### src/rtl/rv32_lsu.sv
// Load/store unit: turns decoder memory controls into a req/gnt/rvalid bus
// transaction, steering store lanes and extending load data while stalling the core.
module rv32_lsu #(
    parameter int TIMEOUT = 255
) (
    input  logic        clk,
    input  logic        rst_n,
    input  logic        mem_valid,
    input  logic        MemRW,
    input  logic [1:0]  MemSize,
    input  logic        MemUnsigned,
    input  logic [31:0] addr,
    input  logic [31:0] wdata,
    output logic        stall,
    output logic        done,
    output logic        mem_err,
    output logic [31:0] rdata,
    output logic        bus_req,
    output logic        bus_we,
    output logic [31:0] bus_addr,
    output logic [3:0]  bus_be,
    output logic [31:0] bus_wdata,
    input  logic        bus_gnt,
    input  logic        bus_rvalid,
    input  logic [31:0] bus_rdata
);
    typedef enum logic [1:0] {IDLE = 2'b00, REQ = 2'b01, WAIT_R = 2'b10, DONE = 2'b11} state_t;

    localparam logic [31:0] TO_LIM = 32'(TIMEOUT);

    state_t      state_r, next_s;
    logic        we_r, uns_r, err_r;
    logic [1:0]  size_r, off_r;
    logic [31:0] cnt_r, rdata_r;
    logic        bus_req_r, bus_we_r;
    logic [31:0] bus_addr_r, bus_wdata_r;
    logic [3:0]  bus_be_r;
    logic        to_err_s, timeout_s, stall_s, done_s, mem_err_s;

    function automatic logic is_bad(input logic [1:0] size, input logic [1:0] off);
        logic bad;
        case (size)
            2'b00:   bad = 1'b0;
            2'b01:   bad = off[0];
            2'b10:   bad = (off != 2'b00);
            default: bad = 1'b1;
        endcase
        return bad;
    endfunction

    function automatic logic [3:0] lane_be(input logic [1:0] size, input logic [1:0] off);
        logic [3:0] be;
        case (size)
            2'b00:   be = 4'b0001 << off;
            2'b01:   be = 4'b0011 << off;
            default: be = 4'b1111;
        endcase
        return be;
    endfunction

    function automatic logic [31:0] lane_wdata(input logic [1:0] size, input logic [31:0] d);
        logic [31:0] w;
        case (size)
            2'b00:   w = {4{d[7:0]}};
            2'b01:   w = {2{d[15:0]}};
            default: w = d;
        endcase
        return w;
    endfunction

    function automatic logic [31:0] load_ext(input logic [1:0] size, input logic uns,
                                             input logic [1:0] off, input logic [31:0] word);
        logic [31:0] sh;
        logic [31:0] r;
        sh = word >> {off, 3'b000};
        case (size)
            2'b00:   r = uns ? {24'd0, sh[7:0]}   : {{24{sh[7]}}, sh[7:0]};
            2'b01:   r = uns ? {16'd0, sh[15:0]}  : {{16{sh[15]}}, sh[15:0]};
            default: r = sh;
        endcase
        return r;
    endfunction

    // Timeout fires in the TIMEOUT-th busy cycle; a zero limit disables it.
    assign timeout_s = (TO_LIM != 32'd0) && ((cnt_r + 32'd1) == TO_LIM);

    // State register
    always_ff @(posedge clk or negedge rst_n) begin
        if (!rst_n) state_r <= IDLE;
        else        state_r <= next_s;
    end

    // Next-state logic; a bus response in the limit cycle wins over the timeout
    always_comb begin
        next_s   = state_r;
        to_err_s = 1'b0;
        case (state_r)
            IDLE: begin
                if (mem_valid) next_s = is_bad(MemSize, addr[1:0]) ? DONE : REQ;
                else           next_s = IDLE;
            end
            REQ: begin
                if (bus_gnt)        next_s = we_r ? DONE : WAIT_R;
                else if (timeout_s) begin next_s = DONE; to_err_s = 1'b1; end
                else                next_s = REQ;
            end
            WAIT_R: begin
                if (bus_rvalid)     next_s = DONE;
                else if (timeout_s) begin next_s = DONE; to_err_s = 1'b1; end
                else                next_s = WAIT_R;
            end
            DONE:    next_s = IDLE;
            default: next_s = IDLE;
        endcase
    end

    // Core-facing outputs decoded from state
    always_comb begin
        stall_s   = 1'b0;
        done_s    = 1'b0;
        mem_err_s = 1'b0;
        stall_s   = mem_valid && (state_r != DONE);
        done_s    = (state_r == DONE);
        mem_err_s = (state_r == DONE) && err_r;
    end

    // Access latches, timeout counter, load result and registered bus signals
    always_ff @(posedge clk or negedge rst_n) begin
        if (!rst_n) begin
            we_r        <= 1'b0;
            uns_r       <= 1'b0;
            err_r       <= 1'b0;
            size_r      <= 2'b00;
            off_r       <= 2'b00;
            cnt_r       <= 32'd0;
            rdata_r     <= 32'd0;
            bus_req_r   <= 1'b0;
            bus_we_r    <= 1'b0;
            bus_addr_r  <= 32'd0;
            bus_be_r    <= 4'b0000;
            bus_wdata_r <= 32'd0;
        end else begin
            bus_req_r <= (next_s == REQ);
            rdata_r   <= (state_r == WAIT_R && bus_rvalid) ?
                         load_ext(size_r, uns_r, off_r, bus_rdata) : 32'd0;
            cnt_r     <= (state_r == REQ || state_r == WAIT_R) ? cnt_r + 32'd1 : 32'd0;
            if (state_r == IDLE && mem_valid) begin
                we_r   <= MemRW;
                uns_r  <= MemUnsigned;
                size_r <= MemSize;
                off_r  <= addr[1:0];
                err_r  <= is_bad(MemSize, addr[1:0]);
            end else if (state_r == REQ || state_r == WAIT_R) begin
                err_r  <= to_err_s;
            end
            if (state_r == IDLE && next_s == REQ) begin
                bus_we_r    <= MemRW;
                bus_addr_r  <= {addr[31:2], 2'b00};
                bus_be_r    <= lane_be(MemSize, addr[1:0]);
                bus_wdata_r <= MemRW ? lane_wdata(MemSize, wdata) : 32'd0;
            end else if (next_s != REQ) begin
                bus_we_r    <= 1'b0;
                bus_addr_r  <= 32'd0;
                bus_be_r    <= 4'b0000;
                bus_wdata_r <= 32'd0;
            end
        end
    end

    assign stall     = stall_s;
    assign done      = done_s;
    assign mem_err   = mem_err_s;
    assign rdata     = rdata_r;
    assign bus_req   = bus_req_r;
    assign bus_we    = bus_we_r;
    assign bus_addr  = bus_addr_r;
    assign bus_be    = bus_be_r;
    assign bus_wdata = bus_wdata_r;
endmodule

### config.mk
export PLATFORM = sky130hd
export DESIGN_NAME = rv32_lsu
export DESIGN_NICKNAME = d
export VERILOG_FILES = /design/src/rtl/rv32_lsu.sv
export SDC_FILE = /design/constraint.sdc
export NUM_CORES = 1
export LEC_CHECK = 0
export CAP_MARGIN = 25
export CORE_MARGIN = 10
export CORE_UTILIZATION = 44
export DETAILED_ROUTE_END_ITERATION = 7
export GPL_ROUTABILITY_DRIVEN = 0
export GPL_TIMING_DRIVEN = 0
export PLACE_DENSITY = 0.73
export SYNTH_ARGS = -nofsm -noshare
export SYNTH_HDL_FRONTEND = slang
export SYNTH_SLANG_ARGS = --single-unit
### constraint.sdc
create_clock -name clk -period 3.95 [get_ports clk]
set_clock_uncertainty 0.1 [all_clocks]
set_input_delay 0.395 -clock clk [delete_from_list [all_inputs] [get_ports clk]]
set_output_delay 0.395 -clock clk [all_outputs]
set_load 0.01 [all_outputs]
==> results of run 1 <==
[power by group through the flow]
| stage | Clock (mW) | Sequential [mW] | Combinational (mW) |
|---|---|---|---|
| floorplan | 0 | 1.86 | 0.830 |
| global placement | 0 | 1.79 | 1.64 |
| detailed placement | 0 | 1.80 | 1.68 |
| CTS | 1.49 | 1.78 | 1.69 |
| global route | 1.55 | 1.81 | 1.82 |
| finish | 1.46 | 1.78 | 1.68 |
[path summary, 6_finish.rpt]
kind | end | start | cells past startpoint
worst max-delay path | bus_wdata[16] | cnt_r[0] | 10
worst min-delay path | bus_wdata[17] | rst_n | 2
worst max register to register | bus_wdata[16] | cnt_r[0] | 10
worst min register to register | bus_be[1] | bus_be[1] | 1
max in group asynchronous | rdata[3] | rst_n | 3
min in group clk | bus_be[1] | bus_be[1] | 1
[layer usage]
layer	track usage	up-vias
met3	0.0851	36
met4	0.0753	0
met2	0.335	283
met1	0.245	2939
met5	0	-
li1	-	2834
[cell usage in the layout, fill, tap and decap left out, types with 16 or more instances in the layout]
cell type / instances
sky130_fd_sc_hd__o21ai_0: 22
sky130_fd_sc_hd__nand2_1: 52
sky130_fd_sc_hd__mux2i_1: 43
sky130_fd_sc_hd__a22o_1: 46
sky130_fd_sc_hd__a211oi_1: 16
sky130_fd_sc_hd__and2_1: 27
sky130_fd_sc_hd__clkbuf_1: 37
sky130_fd_sc_hd__o2bb2ai_1: 17
sky130_fd_sc_hd__dfrtp_1: 141
sky130_fd_sc_hd__a21oi_1: 23
sky130_fd_sc_hd__nor2_1: 27
sky130_fd_sc_hd__clkbuf_16: 17
sky130_fd_sc_hd__clkdlybuf4s50_1: 204
sky130_fd_sc_hd__nand3_1: 19
sky130_fd_sc_hd__xnor2_1: 18
sky130_fd_sc_hd__nor2b_1: 19
[logic make-up (layout without fill, tap and decap cells)]
logic type,Yosys count,in the layout
muxes,51,51
xor gates and xnor gates,32,32
other,1,2
and+or+nand+nor,206,206
adders and majority gates,6,6
buffers and inverters,59,298
AOI/OAI and AO/OA,161,161
DFF,141,141
[worst register-to-register path, cell delays in order (launching register included)]
cell and delay [ns]:
sky130_fd_sc_hd__dfrtp_1 0.45, sky130_fd_sc_hd__ha_1 0.31, sky130_fd_sc_hd__nand4_1 0.33, sky130_fd_sc_hd__nor4_2 0.64, sky130_fd_sc_hd__and2_1 0.28, sky130_fd_sc_hd__mux2i_1 0.12, sky130_fd_sc_hd__a2111o_1 0.31, sky130_fd_sc_hd__o31a_1 0.42
sky130_fd_sc_hd__buf_4 0.22, sky130_fd_sc_hd__buf_2 0.19, sky130_fd_sc_hd__o2bb2ai_1 0.14
[cell type report]
cell class	count	area, um2
Fill cell	1255	5470
Sequential cell	141	3530
Multi-Input combinational cell	458	3170
Timing Repair Buffer	207	2090
Clock buffer	20	447
Tap cell	211	264
Buffer	51	219
Clock inverter	12	90.1
Inverter	8	30.0
[through the flow]
step	hold WS, ns	worst slack [ns]	setup TNS [ns]	instances
after global routing	0.384	0.114	0	1108
after global placement	0.358	-3.13	-438.87	1074
final	0.352	0.298	0	1108
after floorplan	-0.000591	0.908	0	658
after detailed placement	0.251	0.344	0	1075
after CTS	0.362	0.320	0	1108
[sequential cells by signal (all words and copies together), names as in the netlist]
name,cells
we_r,1
off_r,2
err_r,1
bus_req,1
bus_wdata,32
bus_we,1
bus_be,4
cnt_r,32
size_r,2
rdata,32
bus_addr,30
uns_r,1
state_r,2
==> qor.json, run 1 <==
{
  "post_synth_num_cell_types": {"value": 61},
  "detailroute.wirelength.met2": {"value": 10.4, "unit": "mm"},
  "cts-root-buf": {"value": "sky130_fd_sc_hd__clkbuf_16"},
  "placedInstanceArea": {"value": 9290, "unit": "um2"},
  "synthXorXnorAreaFrac": {"value": 0.0404},
  "timing.critical_path.fanout_max": {"value": 10},
  "worst_path_dominant_cell_family": {"value": "simple AND/OR/NAND/NOR gates"},
  "crit_slowest_cell": {"value": "sky130_fd_sc_hd__nor4_2"},
  "postCtsSetupBuffers": {"value": 0},
  "synth_top_cells_by_count": {"value": "141 x sky130_fd_sc_hd__dfrtp_1, 52 x sky130_fd_sc_hd__nand2_1, 46 x sky130_fd_sc_hd__a22o_1"},
  "synthCells": {"value": 657},
  "synthArstFlopShare": {"value": 1.00},
  "cp_cell_sequence": {"value": "ha_1 > nand4_1 > nor4_2 > and2_1 > mux2i_1 > a2111o_1 > o31a_1 > buf_4 > buf_2 > o2bb2ai_1"},
  "kind_of_start_point_of_the_critical_path": {"value": "flop"},
  "r2r_slack": {"value": 0.30, "unit": "ns"},
  "slew_at_the_pin_closest_to_its_max_slew_limit": {"value": 0.954, "unit": "ns"},
  "yosysWarningCount": {"value": 0},
  "synth_top_family_by_area": {"value": "compound AO/OA/AOI/OAI gates"},
  "synth.cell_area": {"value": 6950, "unit": "um2"},
  "setup_viol": {"value": 0},
  "netlist_top_cells_area": {"value": "sky130_fd_sc_hd__dfrtp_1 51%, sky130_fd_sc_hd__mux2i_1 6.2%, sky130_fd_sc_hd__a22o_1 5.8%"},
  "tritoncts": {"value": "yes"},
  "synth-seq-area-share": {"value": 0.508},
  "cp.arrival": {"value": 3.84, "unit": "ns"},
  "detailedRoute.firstIterationViolations": {"value": 352},
  "post_synth_mux_area_share": {"value": 0.0749},
  "cts_max_level": {"value": 4},
  "share_comb_of_total_power": {"value": 0.341},
  "synth_area_leader_cell": {"value": "sky130_fd_sc_hd__dfrtp_1"},
  "timing.critical_path.slowest_cell_delay": {"value": 0.64, "unit": "ns"},
  "cts.reportedPaths.clkPinSlew": {"value": 0.06, "unit": "ns"},
  "vdd.ir_drop.worst": {"value": 0.298, "unit": "mV"},
  "netlist.area_leader.share": {"value": 0.508},
  "mean_cell_area_of_the_mapped_netlist": {"value": 10.6, "unit": "um2"},
  "grt-ovfl-total": {"value": 0},
  "fp.dieArea": {"value": 21200, "unit": "um2"},
  "arithmetic_cell_share_of_the_synthesized_area_counting_full_adders_half_adders_and_majority_gates": {"value": 0.0108},
  "pin_count": {"value": 210},
  "postCtsResizedCells": {"value": 0},
  "power_leakage": {"value": 4.27, "unit": "nW"},
  "stdcell_area": {"value": 9840, "unit": "um2"},
  "avgViaCountPerCell": {"value": 5.50},
  "power_frac_clock": {"value": 0.297},
  "clkLatencyLatePin": {"value": 0.43, "unit": "ns"},
  "power.share.switching": {"value": 0.338},
  "worst-endpoint-required": {"value": 4.14, "unit": "ns"},
  "number_of_antenna_violations_at_the_first_check_in_global_routing": {"value": 0},
  "area_growth_syn_to_layout": {"value": 41.7, "unit": "%"},
  "cp-end-kind": {"value": "flop"},
  "route.top_layer_used": {"value": "met4"},
  "grt_pass1_wl": {"value": 35.5, "unit": "mm"},
  "dr_wl_met3": {"value": 2.03, "unit": "mm"},
  "place.port_buffers": {"value": 205},
  "finalPower": {"value": 4.92, "unit": "mW"},
  "report.final.slew_viol_count": {"value": 0},
  "rows": {"value": 45},
  "height_of_the_die": {"value": 146, "unit": "um"},
  "maximum_number_of_pins_on_one_net_before_global_route_repair": {"value": 97},
  "num_antenna_cells": {"value": 0},
  "detail_route.wirelength": {"value": 22.1, "unit": "mm"},
  "period_minus_slack": {"value": 3.65, "unit": "ns"},
  "number_of_global_route_vias_before_repair": {"value": 6385},
  "power_per_standard_cell_area": {"value": 500, "unit": "nW/um2"},
  "critPathBufInv": {"value": 2},
  "dp.final_hpwl": {"value": 16.9, "unit": "mm"},
  "drt_pass1_iterations": {"value": 5},
  "timing.fmax": {"value": 0.274, "unit": "GHz"},
  "grt_setup_unrepaired": {"value": "false"},
  "yosys_register_bits": {"value": 141},
  "gr-usage-all-layers": {"value": 0.208},
  "finish.net_count": {"value": 995},
  "cts_max_path_buffers": {"value": 2},
  "fp.dieW": {"value": 146, "unit": "um"},
  "initial_cell_density_of_the_core": {"value": 0.454},
  "max_cap_violations": {"value": 0},
  "antenna_violating_nets_post_route": {"value": 0},
  "routed-via-count": {"value": 6092},
  "final_layout_size_suffix_gt1_frac": {"value": 0.0658},
  "worst_hold_path_type": {"value": "in2async"},
  "tritoncts_num_sinks": {"value": 141},
  "internal_power": {"value": 3.26, "unit": "mW"},
  "power.switching": {"value": 1.67, "unit": "mW"},
  "average_wire_length_per_cell_after_detail_routing": {"value": 20.0, "unit": "um"},
  "slew_headroom": {"value": 0.362},
  "final.period_utilization": {"value": 0.924},
  "remaining_drc_errors": {"value": 0},
  "tritoncts.num_buffers": {"value": 17},
  "fp.coreArea": {"value": 15300, "unit": "um2"},
  "holdBufCountCts": {"value": 1},
  "drt-met1-wl": {"value": 9.23, "unit": "mm"},
  "final_core_utilization": {"value": 0.643},
  "yosys.area_share.simple": {"value": 0.158},
  "synth-main-ff-cell": {"value": "sky130_fd_sc_hd__dfrtp_1"},
  "report.final.hold_viol_count": {"value": 0},
  "synth_compound_gate_area_share": {"value": 0.171},
  "synth-edff-count": {"value": 0},
  "outcome": {"value": "finished clean"},
  "seqPwrFrac": {"value": 0.362},
  "timing.setup.critical_path_class": {"value": "reg2reg"},
  "synthMostInstantiatedCell": {"value": "sky130_fd_sc_hd__dfrtp_1"}
}
(Power assumes the default switching activity.)
==> run 2: changes to the inputs <==
--- a/config.mk
+++ b/config.mk
@@ -10,7 +10,6 @@
 export CORE_UTILIZATION = 44
 export DETAILED_ROUTE_END_ITERATION = 7
 export GPL_ROUTABILITY_DRIVEN = 0
-export GPL_TIMING_DRIVEN = 0
 export PLACE_DENSITY = 0.73
 export SYNTH_ARGS = -nofsm -noshare
 export SYNTH_HDL_FRONTEND = slang
==> run 2 against run 1 <==
Net effect: core utilization is 0.38 points lower; combinational power is 7% lower; count of clock-buffer cells in the layout fell by 1; final area down 0.58%; power increased by 1.5%; die area unchanged; first-iteration DRC count rose by 5.4%; sequential share of layout area grew 0.21 points; largest power group unchanged.
==> qor.json, run 2 (synthesis gave the netlist of run 1 again) <==
{
  "grt_pass1_wl": {"value": 35.1, "unit": "mm", "change": "was 35.5 mm"},
  "dp_worst_setup_slack": {"value": 0.654, "unit": "ns", "change": "was 0.344 ns"},
  "share_comb_of_total_power": {"value": 0.314, "change": "was 0.341"},
  "power_per_standard_cell_area": {"value": 511, "unit": "nW/um2", "change": "was 500 nW/um2"},
  "detail_route.wirelength": {"value": 21.6, "unit": "mm", "change": "was 22.1 mm"},
  "slew_at_the_pin_closest_to_its_max_slew_limit": {"value": 0.894, "unit": "ns", "change": "was 0.954 ns"},
  "timing.critical_path.fanout_max": {"value": 68, "change": "was 10"},
  "cts-root-buf": {"value": "sky130_fd_sc_hd__clkbuf_16", "change": "unchanged"},
  "power_leakage": {"value": 4.25, "unit": "nW", "change": "was 4.27 nW"},
  "fp.dieArea": {"value": 21200, "unit": "um2", "change": "unchanged"},
  "cts.reportedPaths.clkPinSlew": {"value": 0.06, "unit": "ns", "change": "about the same"},
  "final_layout_size_suffix_gt1_frac": {"value": 0.0744, "change": "was 0.0658"},
  "timing.fmax": {"value": 0.294, "unit": "GHz", "change": "was 0.274 GHz"},
  "grt_util_met1": {"value": 0.258, "change": "was 0.245"},
  "number_of_antenna_violations_at_the_first_check_in_global_routing": {"value": 0, "change": "unchanged"},
  "critical_path.reg2reg.startpoint": {"value": "cnt_r[6]", "change": "was cnt_r[0]"},
  "maximum_number_of_pins_on_one_net_before_global_route_repair": {"value": 101, "change": "was 97"},
  "place.port_buffers": {"value": 207, "change": "was 205"},
  "fp.dieW": {"value": 146, "unit": "um", "change": "unchanged"},
  "number_of_global_route_vias_before_repair": {"value": 6300, "change": "was 6385"},
  "final.hold.worst_slack": {"value": 0.391, "unit": "ns", "change": "was 0.352 ns"},
  "cts_max_path_buffers": {"value": 2, "change": "unchanged"},
  "placedInstanceArea": {"value": 9180, "unit": "um2", "change": "was 9290 um2"},
  "met2_global_route_usage": {"value": 0.315, "change": "was 0.335"},
  "layout.cells.most_common_list": {"value": "206 x sky130_fd_sc_hd__clkdlybuf4s50_1, 141 x sky130_fd_sc_hd__dfrtp_1, 52 x sky130_fd_sc_hd__nand2_1", "change": "was 204 x sky130_fd_sc_hd__clkdlybuf4s50_1, 141 x sky130_fd_sc_hd__dfrtp_1, 52 x sky130_fd_sc_hd__nand2_1"},
  "grt_setup_unrepaired": {"value": "false", "change": "unchanged"},
  "met3_usage": {"value": 0.0730, "change": "was 0.0851"},
  "busiest_layer_in_global_routing": {"value": "met2", "change": "unchanged"},
  "area_growth_syn_to_layout": {"value": 40.9, "unit": "%", "change": "was 41.7%"},
  "slew_headroom": {"value": 0.404, "change": "was 0.362"},
  "dp.final_hpwl": {"value": 16.0, "unit": "mm", "change": "was 16.9 mm"},
  "r2r_slack": {"value": 0.55, "unit": "ns", "change": "was 0.30 ns"},
  "rows": {"value": 45, "change": "unchanged"},
  "postCtsResizedCells": {"value": 0, "change": "unchanged"},
  "report.final.slew_viol_count": {"value": 0, "change": "unchanged"},
  "cts_max_level": {"value": 4, "change": "unchanged"},
  "power.share.switching": {"value": 0.323, "change": "was 0.338"},
  "crit_slowest_cell": {"value": "sky130_fd_sc_hd__dfrtp_1", "change": "was sky130_fd_sc_hd__nor4_2"},
  "average_wire_length_per_cell_after_detail_routing": {"value": 20.2, "unit": "um", "change": "was 20.0 um"},
  "num_antenna_cells": {"value": 0, "change": "unchanged"},
  "final_common_cell": {"value": "sky130_fd_sc_hd__clkdlybuf4s50_1", "change": "unchanged"},
  "detailedRoute.firstIterationViolations": {"value": 371, "change": "was 352"},
  "cp-end-kind": {"value": "flop", "change": "unchanged"},
  "tritoncts": {"value": "yes", "change": "unchanged"},
  "worst-endpoint-required": {"value": 4.16, "unit": "ns", "change": "was 4.14 ns"},
  "worst_hold_path_type": {"value": "reg2reg", "change": "was in2async"},
  "setup_viol": {"value": 0, "change": "unchanged"},
  "seqPwrFrac": {"value": 0.366, "change": "was 0.362"},
  "timing.setup.critical_path_class": {"value": "reg2reg", "change": "unchanged"},
  "max_cap_violations": {"value": 0, "change": "unchanged"},
  "power.switching": {"value": 1.61, "unit": "mW", "change": "was 1.67 mW"},
  "fp.coreArea": {"value": 15300, "unit": "um2", "change": "unchanged"},
  "pin_count": {"value": 210, "change": "unchanged"},
  "height_of_the_die": {"value": 146, "unit": "um", "change": "unchanged"},
  "kind_of_start_point_of_the_critical_path": {"value": "flop", "change": "unchanged"},
  "antenna_violating_nets_post_route": {"value": 0, "change": "unchanged"},
  "clkLatencyLatePin": {"value": 0.42, "unit": "ns", "change": "was 0.43 ns"},
  "routed-via-count": {"value": 5969, "change": "was 6092"},
  "startpoint": {"value": "cnt_r[6]", "change": "was cnt_r[0]"},
  "vdd.ir_drop.worst": {"value": 0.388, "unit": "mV", "change": "was 0.298 mV"},
  "internal_power": {"value": 3.38, "unit": "mW", "change": "was 3.26 mW"},
  "initial_cell_density_of_the_core": {"value": 0.454, "change": "unchanged"},
  "timing.critical_path.slowest_cell_delay": {"value": 0.53, "unit": "ns", "change": "was 0.64 ns"},
  "timing.setup.tns": {"value": 0, "unit": "ns", "change": "unchanged"},
  "drt_pass1_iterations": {"value": 5, "change": "unchanged"},
  "stdcell_area": {"value": 9780, "unit": "um2", "change": "was 9840 um2"},
  "cp.arrival": {"value": 3.61, "unit": "ns", "change": "was 3.84 ns"},
  "finish.net_count": {"value": 958, "change": "was 995"},
  "layout.filler_cells": {"value": 1238, "change": "was 1255"},
  "tritoncts_num_sinks": {"value": 141, "change": "unchanged"},
  "tritoncts.num_buffers": {"value": 17, "change": "unchanged"},
  "gr-usage-all-layers": {"value": 0.204, "change": "was 0.208"},
  "final.period_utilization": {"value": 0.860, "change": "was 0.924"},
  "cp_cell_sequence": {"value": "nand4_2 > or4_4 > nor4_2 > mux2i_1 > a2111o_1 > o31a_2 > buf_12 > a22o_1", "change": "was ha_1 > nand4_1 > nor4_2 > and2_1 > mux2i_1 > a2111o_1 > o31a_1 > buf_4 > buf_2 > o2bb2ai_1"},
  "hp-start": {"value": "bus_wdata[22]"},
  "remaining_drc_errors": {"value": 0, "change": "unchanged"},
  "report.final.hold_viol_count": {"value": 0, "change": "unchanged"},
  "grt-ovfl-total": {"value": 0, "change": "unchanged"},
  "power_frac_clock": {"value": 0.320, "change": "was 0.297"},
  "period_minus_slack": {"value": 3.40, "unit": "ns", "change": "was 3.65 ns"},
  "outcome": {"value": "finished clean", "change": "unchanged"},
  "setup_ws": {"value": 0.552, "unit": "ns", "change": "was 0.298 ns"},
  "avgViaCountPerCell": {"value": 5.57, "change": "was 5.50"}
}
run 2: worst max-delay path: cells and delay by family (launching register included):
| family | cells | cell delay, ns |
|---|---|---|
| buf+inv | 1 | 0.21 |
| mux | 1 | 0.18 |
| simple gates | 3 | 1.23 |
| compound gates | 3 | 1.01 |
| flops | 1 | 0.53 |
run 2: timing repair:
action,CTS,global route
hold endpoints to repair,19,0
hold buffers,1,0
setup buffers,0,0
setup endpoints to repair,0,0
run 2: power groups by stage:
stage / Clock, mW / Combinational, mW / Sequential [mW]
floorplan: 0 / 0.830 / 1.86
detailed placement: 0 / 1.57 / 1.84
finish: 1.60 / 1.57 / 1.83
global route: 1.69 / 1.71 / 1.85
CTS: 1.63 / 1.58 / 1.82
global placement: 0 / 1.54 / 1.84
run 2: final timing paths:
kind                                  to  cells after the start
max                         bus_wdata[1]                      8
min                        bus_wdata[22]                      1
max reg2reg                 bus_wdata[1]                      8
min reg2reg                bus_wdata[22]                      1
max in group asynchronous  bus_wdata[14]                      3
min in group asynchronous  bus_wdata[17]                      2
run 2: area by class of cell:
type,instances,area [um2],area share
clock inverter,13,139,0.0142
sequential,141,3530,0.361
inverter,8,30.0,0.00307
timing repair buffer,221,2190,0.224
clock buffer,19,453,0.0463
tap,211,264,0.0270
multi-input combinational,458,3180,0.325
run 2: stage by stage:
stage / utilization / power, mW / instances
2_1_floorplan: - / 2.69 / 658
3_3_place_gp: 0.600 / 3.38 / 1038
3_5_place_dp: 0.600 / 3.41 / 1038
4_1_cts: 0.639 / 5.04 / 1071
5_1_grt: 0.639 / 5.26 / 1071
6_report: 0.639 / 4.99 / 1071
run 2: layer usage:
metal,vias to the layer above,share of wire
li1,2749,-
met1,2916,0.43
met2,275,0.47
met3,29,0.085
met4,0,0.019
met5,-,0
==> run 3: changes to the inputs <==
--- a/config.mk
+++ b/config.mk
@@ -5,7 +5,8 @@
 export SDC_FILE = /design/constraint.sdc
 export NUM_CORES = 1
 export LEC_CHECK = 0
-export CAP_MARGIN = 25
+export CAP_MARGIN = 15
+export CORE_ASPECT_RATIO = 1.25
 export CORE_MARGIN = 10
 export CORE_UTILIZATION = 44
 export DETAILED_ROUTE_END_ITERATION = 7
==> run 3 against run 2 <==
Net effect: count of clock-buffer cells in the layout rose by 2; die area rose by 0.15%; the run now ends with negative hold slack left; clock power fell by 3%; cell count fell by 0.19%; fmax rose by 1.7%; hold slack got worse by 0.44 ns; first-iteration DRC count rose by 3.2%; sequential share of layout area rose by 0.16 points; core utilization fell by 1.3 points; sequential cell count did not move; non-clock buffer count fell by 2.
==> qor.json, run 3 (synthesis gave the netlist of run 1 again) <==
{
  "outcome": {"value": "finished with violations", "change": "was finished clean"},
  "violations_in_the_final_reports": {"value": "negative hold slack"},
  "layout.filler_cells": {"value": 1301, "change": "was 1238"},
  "num_antenna_cells": {"value": 0, "change": "unchanged"},
  "dp_worst_setup_slack": {"value": 0.666, "unit": "ns", "change": "was 0.654 ns"},
  "slew_at_the_pin_closest_to_its_max_slew_limit": {"value": 0.901, "unit": "ns", "change": "was 0.894 ns"},
  "critPathBufInv": {"value": 1, "change": "unchanged"},
  "power_leakage": {"value": 4.24, "unit": "nW", "change": "was 4.25 nW"},
  "layout.cells.most_common_list": {"value": "206 x sky130_fd_sc_hd__clkdlybuf4s50_1, 141 x sky130_fd_sc_hd__dfrtp_1, 52 x sky130_fd_sc_hd__nand2_1", "change": "unchanged"},
  "final.hold.worst_slack": {"value": -0.0499, "unit": "ns", "change": "was 0.391 ns"},
  "cp-end-kind": {"value": "flop", "change": "unchanged"},
  "dp.final_hpwl": {"value": 15.7, "unit": "mm", "change": "was 16.0 mm"},
  "average_wire_length_per_cell_after_detail_routing": {"value": 19.9, "unit": "um", "change": "was 20.2 um"},
  "antenna_violating_nets_post_route": {"value": 0, "change": "unchanged"},
  "grt-ovfl-total": {"value": 0, "change": "unchanged"},
  "cts_max_path_buffers": {"value": 2, "change": "unchanged"},
  "r2r_slack": {"value": 0.61, "unit": "ns", "change": "was 0.55 ns"},
  "finish.net_count": {"value": 956, "change": "was 958"},
  "gr-usage-all-layers": {"value": 0.198, "change": "was 0.204"},
  "initial_cell_density_of_the_core": {"value": 0.446, "change": "was 0.454"},
  "final_common_cell": {"value": "sky130_fd_sc_hd__clkdlybuf4s50_1", "change": "unchanged"},
  "rows": {"value": 51, "change": "was 45"},
  "grt_pass1_wl": {"value": 34.0, "unit": "mm", "change": "was 35.1 mm"},
  "worst-endpoint-required": {"value": 4.15, "unit": "ns", "change": "was 4.16 ns"},
  "worst_path_dominant_cell_family": {"value": "simple AND/OR/NAND/NOR gates", "change": "unchanged"},
  "kind_of_start_point_of_the_critical_path": {"value": "flop", "change": "unchanged"},
  "cts-root-buf": {"value": "sky130_fd_sc_hd__clkbuf_16", "change": "unchanged"},
  "tritoncts.num_buffers": {"value": 17, "change": "unchanged"},
  "area_growth_syn_to_layout": {"value": 40.2, "unit": "%", "change": "was 40.9%"},
  "worst_hold_path_type": {"value": "in2async", "change": "was reg2reg"},
  "cts.reportedPaths.clkPinSlew": {"value": 0.06, "unit": "ns", "change": "about the same"},
  "critical_path.reg2reg.endpoint": {"value": "bus_req", "change": "was bus_wdata[1]"},
  "period_minus_slack": {"value": 3.34, "unit": "ns", "change": "was 3.40 ns"},
  "height_of_the_die": {"value": 160, "unit": "um", "change": "was 146 um"},
  "postCtsResizedCells": {"value": 0, "change": "unchanged"},
  "tritoncts": {"value": "yes", "change": "unchanged"},
  "cts_max_level": {"value": 4, "change": "unchanged"},
  "timing.setup.critical_path_class": {"value": "reg2reg", "change": "unchanged"},
  "cp_cell_sequence": {"value": "nand4_2 > or4_4 > nor4_2 > mux2i_1 > a2111o_1 > o31a_2 > buf_12 > or2_1", "change": "was nand4_2 > or4_4 > nor4_2 > mux2i_1 > a2111o_1 > o31a_2 > buf_12 > a22o_1"},
  "fp.coreArea": {"value": 15600, "unit": "um2", "change": "was 15300 um2"},
  "clkLatencyLatePin": {"value": 0.42, "unit": "ns", "change": "about the same"},
  "grt_setup_unrepaired": {"value": "false", "change": "unchanged"},
  "holdBufCountCts": {"value": 0, "change": "was 1"},
  "crit_slowest_cell": {"value": "sky130_fd_sc_hd__dfrtp_1", "change": "unchanged"},
  "number_of_global_route_vias_before_repair": {"value": 6168, "change": "was 6300"},
  "fp.dieArea": {"value": 21200, "unit": "um2", "change": "about the same"},
  "timing.critical_path.slowest_cell_delay": {"value": 0.52, "unit": "ns", "change": "was 0.53 ns"},
  "report.final.slew_viol_count": {"value": 0, "change": "unchanged"},
  "startpoint": {"value": "cnt_r[6]", "change": "unchanged"},
  "postCtsSetupBuffers": {"value": 0, "change": "unchanged"},
  "vdd.ir_drop.worst": {"value": 0.263, "unit": "mV", "change": "was 0.388 mV"},
  "critical_path.reg2reg.startpoint": {"value": "cnt_r[6]", "change": "unchanged"},
  "detailedRoute.firstIterationViolations": {"value": 383, "change": "was 371"},
  "crit_end": {"value": "bus_req", "change": "was bus_wdata[1]"},
  "timing.fmax": {"value": 0.299, "unit": "GHz", "change": "was 0.294 GHz"},
  "fp.dieW": {"value": 132, "unit": "um", "change": "was 146 um"},
  "number_of_antenna_violations_at_the_first_check_in_global_routing": {"value": 0, "change": "unchanged"},
  "max_cap_violations": {"value": 0, "change": "unchanged"},
  "tritoncts_num_sinks": {"value": 141, "change": "unchanged"},
  "drt_pass1_iterations": {"value": 4, "change": "was 5"},
  "cp.arrival": {"value": 3.54, "unit": "ns", "change": "was 3.61 ns"},
  "detail_route.wirelength": {"value": 21.3, "unit": "mm", "change": "was 21.6 mm"},
  "path_depth": {"value": 8, "change": "unchanged"},
  "setup_viol": {"value": 0, "change": "unchanged"},
  "maximum_number_of_pins_on_one_net_before_global_route_repair": {"value": 99, "change": "was 101"},
  "power_per_standard_cell_area": {"value": 508, "unit": "nW/um2", "change": "was 511 nW/um2"},
  "timing.critical_path.fanout_max": {"value": 68, "change": "unchanged"},
  "place.port_buffers": {"value": 207, "change": "unchanged"},
  "routed-via-count": {"value": 5895, "change": "was 5969"},
  "final_layout_size_suffix_gt1_frac": {"value": 0.0688, "change": "was 0.0744"},
  "final.period_utilization": {"value": 0.846, "change": "was 0.860"},
  "final_core_utilization": {"value": 0.626, "change": "was 0.639"},
  "pin_count": {"value": 210, "change": "unchanged"},
  "setup_ws": {"value": 0.609, "unit": "ns", "change": "was 0.552 ns"},
  "worstRegToRegCells": {"value": 8, "change": "unchanged"},
  "placedInstanceArea": {"value": 9180, "unit": "um2", "change": "about the same"},
  "avgViaCountPerCell": {"value": 5.51, "change": "was 5.57"},
  "remaining_drc_errors": {"value": 0, "change": "unchanged"},
  "slew_headroom": {"value": 0.399, "change": "was 0.404"},
  "timing.setup.tns": {"value": 0, "unit": "ns", "change": "unchanged"},
  "report.final.hold_viol_count": {"value": 27, "change": "was 0"},
  "stdcell_area": {"value": 9740, "unit": "um2", "change": "was 9780 um2"}
}
run 3: cell count changes in the layout (fill, tap and decap cells not counted), sizes merged:
cell and change:
buf -1, clkbuf +2, clkinv +2, clkinvlp -4
dlygate4sd3 -1, inv -1
run 3: where the power goes:
part | internal, mW | switching (mW)
logic | 0.758 | 0.813
clock network | 0.942 | 0.607
registers | 1.66 | 0.170
total | 3.36 | 1.59
run 3: how the worst min path moves through the flow:
stage | to | cells past startpoint
2_1_floorplan | bus_addr[10] | 0
3_3_place_gp | bus_be[0] | 1
3_5_place_dp | bus_wdata[13] | 1
4_1_cts | bus_addr[24] | 1
5_1_grt | bus_addr[24] | 1
6_report | bus_addr[24] | 1
run 3: worst reg2reg max path: stages (launching register included):
cell                       delay [ns]
sky130_fd_sc_hd__dfrtp_1         0.52
sky130_fd_sc_hd__nand4_2         0.23
sky130_fd_sc_hd__or4_4           0.50
sky130_fd_sc_hd__nor4_2          0.47
sky130_fd_sc_hd__mux2i_1         0.18
sky130_fd_sc_hd__a2111o_1        0.36
sky130_fd_sc_hd__o31a_2          0.37
sky130_fd_sc_hd__buf_12          0.20
sky130_fd_sc_hd__or2_1           0.29
run 3: layout make-up:
type / instances / area, um2 / area share
clock buffer: 21 / 450 / 0.0462
clock inverter: 10 / 114 / 0.0117
inverter: 8 / 30.0 / 0.00308
multi-input combinational: 458 / 3180 / 0.326
sequential: 141 / 3530 / 0.362
tap: 212 / 265 / 0.0272
timing repair buffer: 219 / 2180 / 0.223
run 3: routing by layer:
metal | global-route usage | vias to the layer above | routed length, um
met5 | 0 | - | 0
met4 | 0.0646 | 0 | 418
met3 | 0.0721 | 27 | 1730
met2 | 0.330 | 238 | 10600
met1 | 0.231 | 2891 | 8500
li1 | - | 2739 | -
run 3: metrics by stage:
stage                     hold slack (ns)  total power [mW]  std cells
final                             -0.0499              4.95       1069
after global routing               0.0400              5.20       1069
after CTS                         0.00664              4.99       1069
after detailed placement            0.374              3.41       1038
after global placement              0.360              3.37       1038
after floorplan                 -0.000591              2.69        658
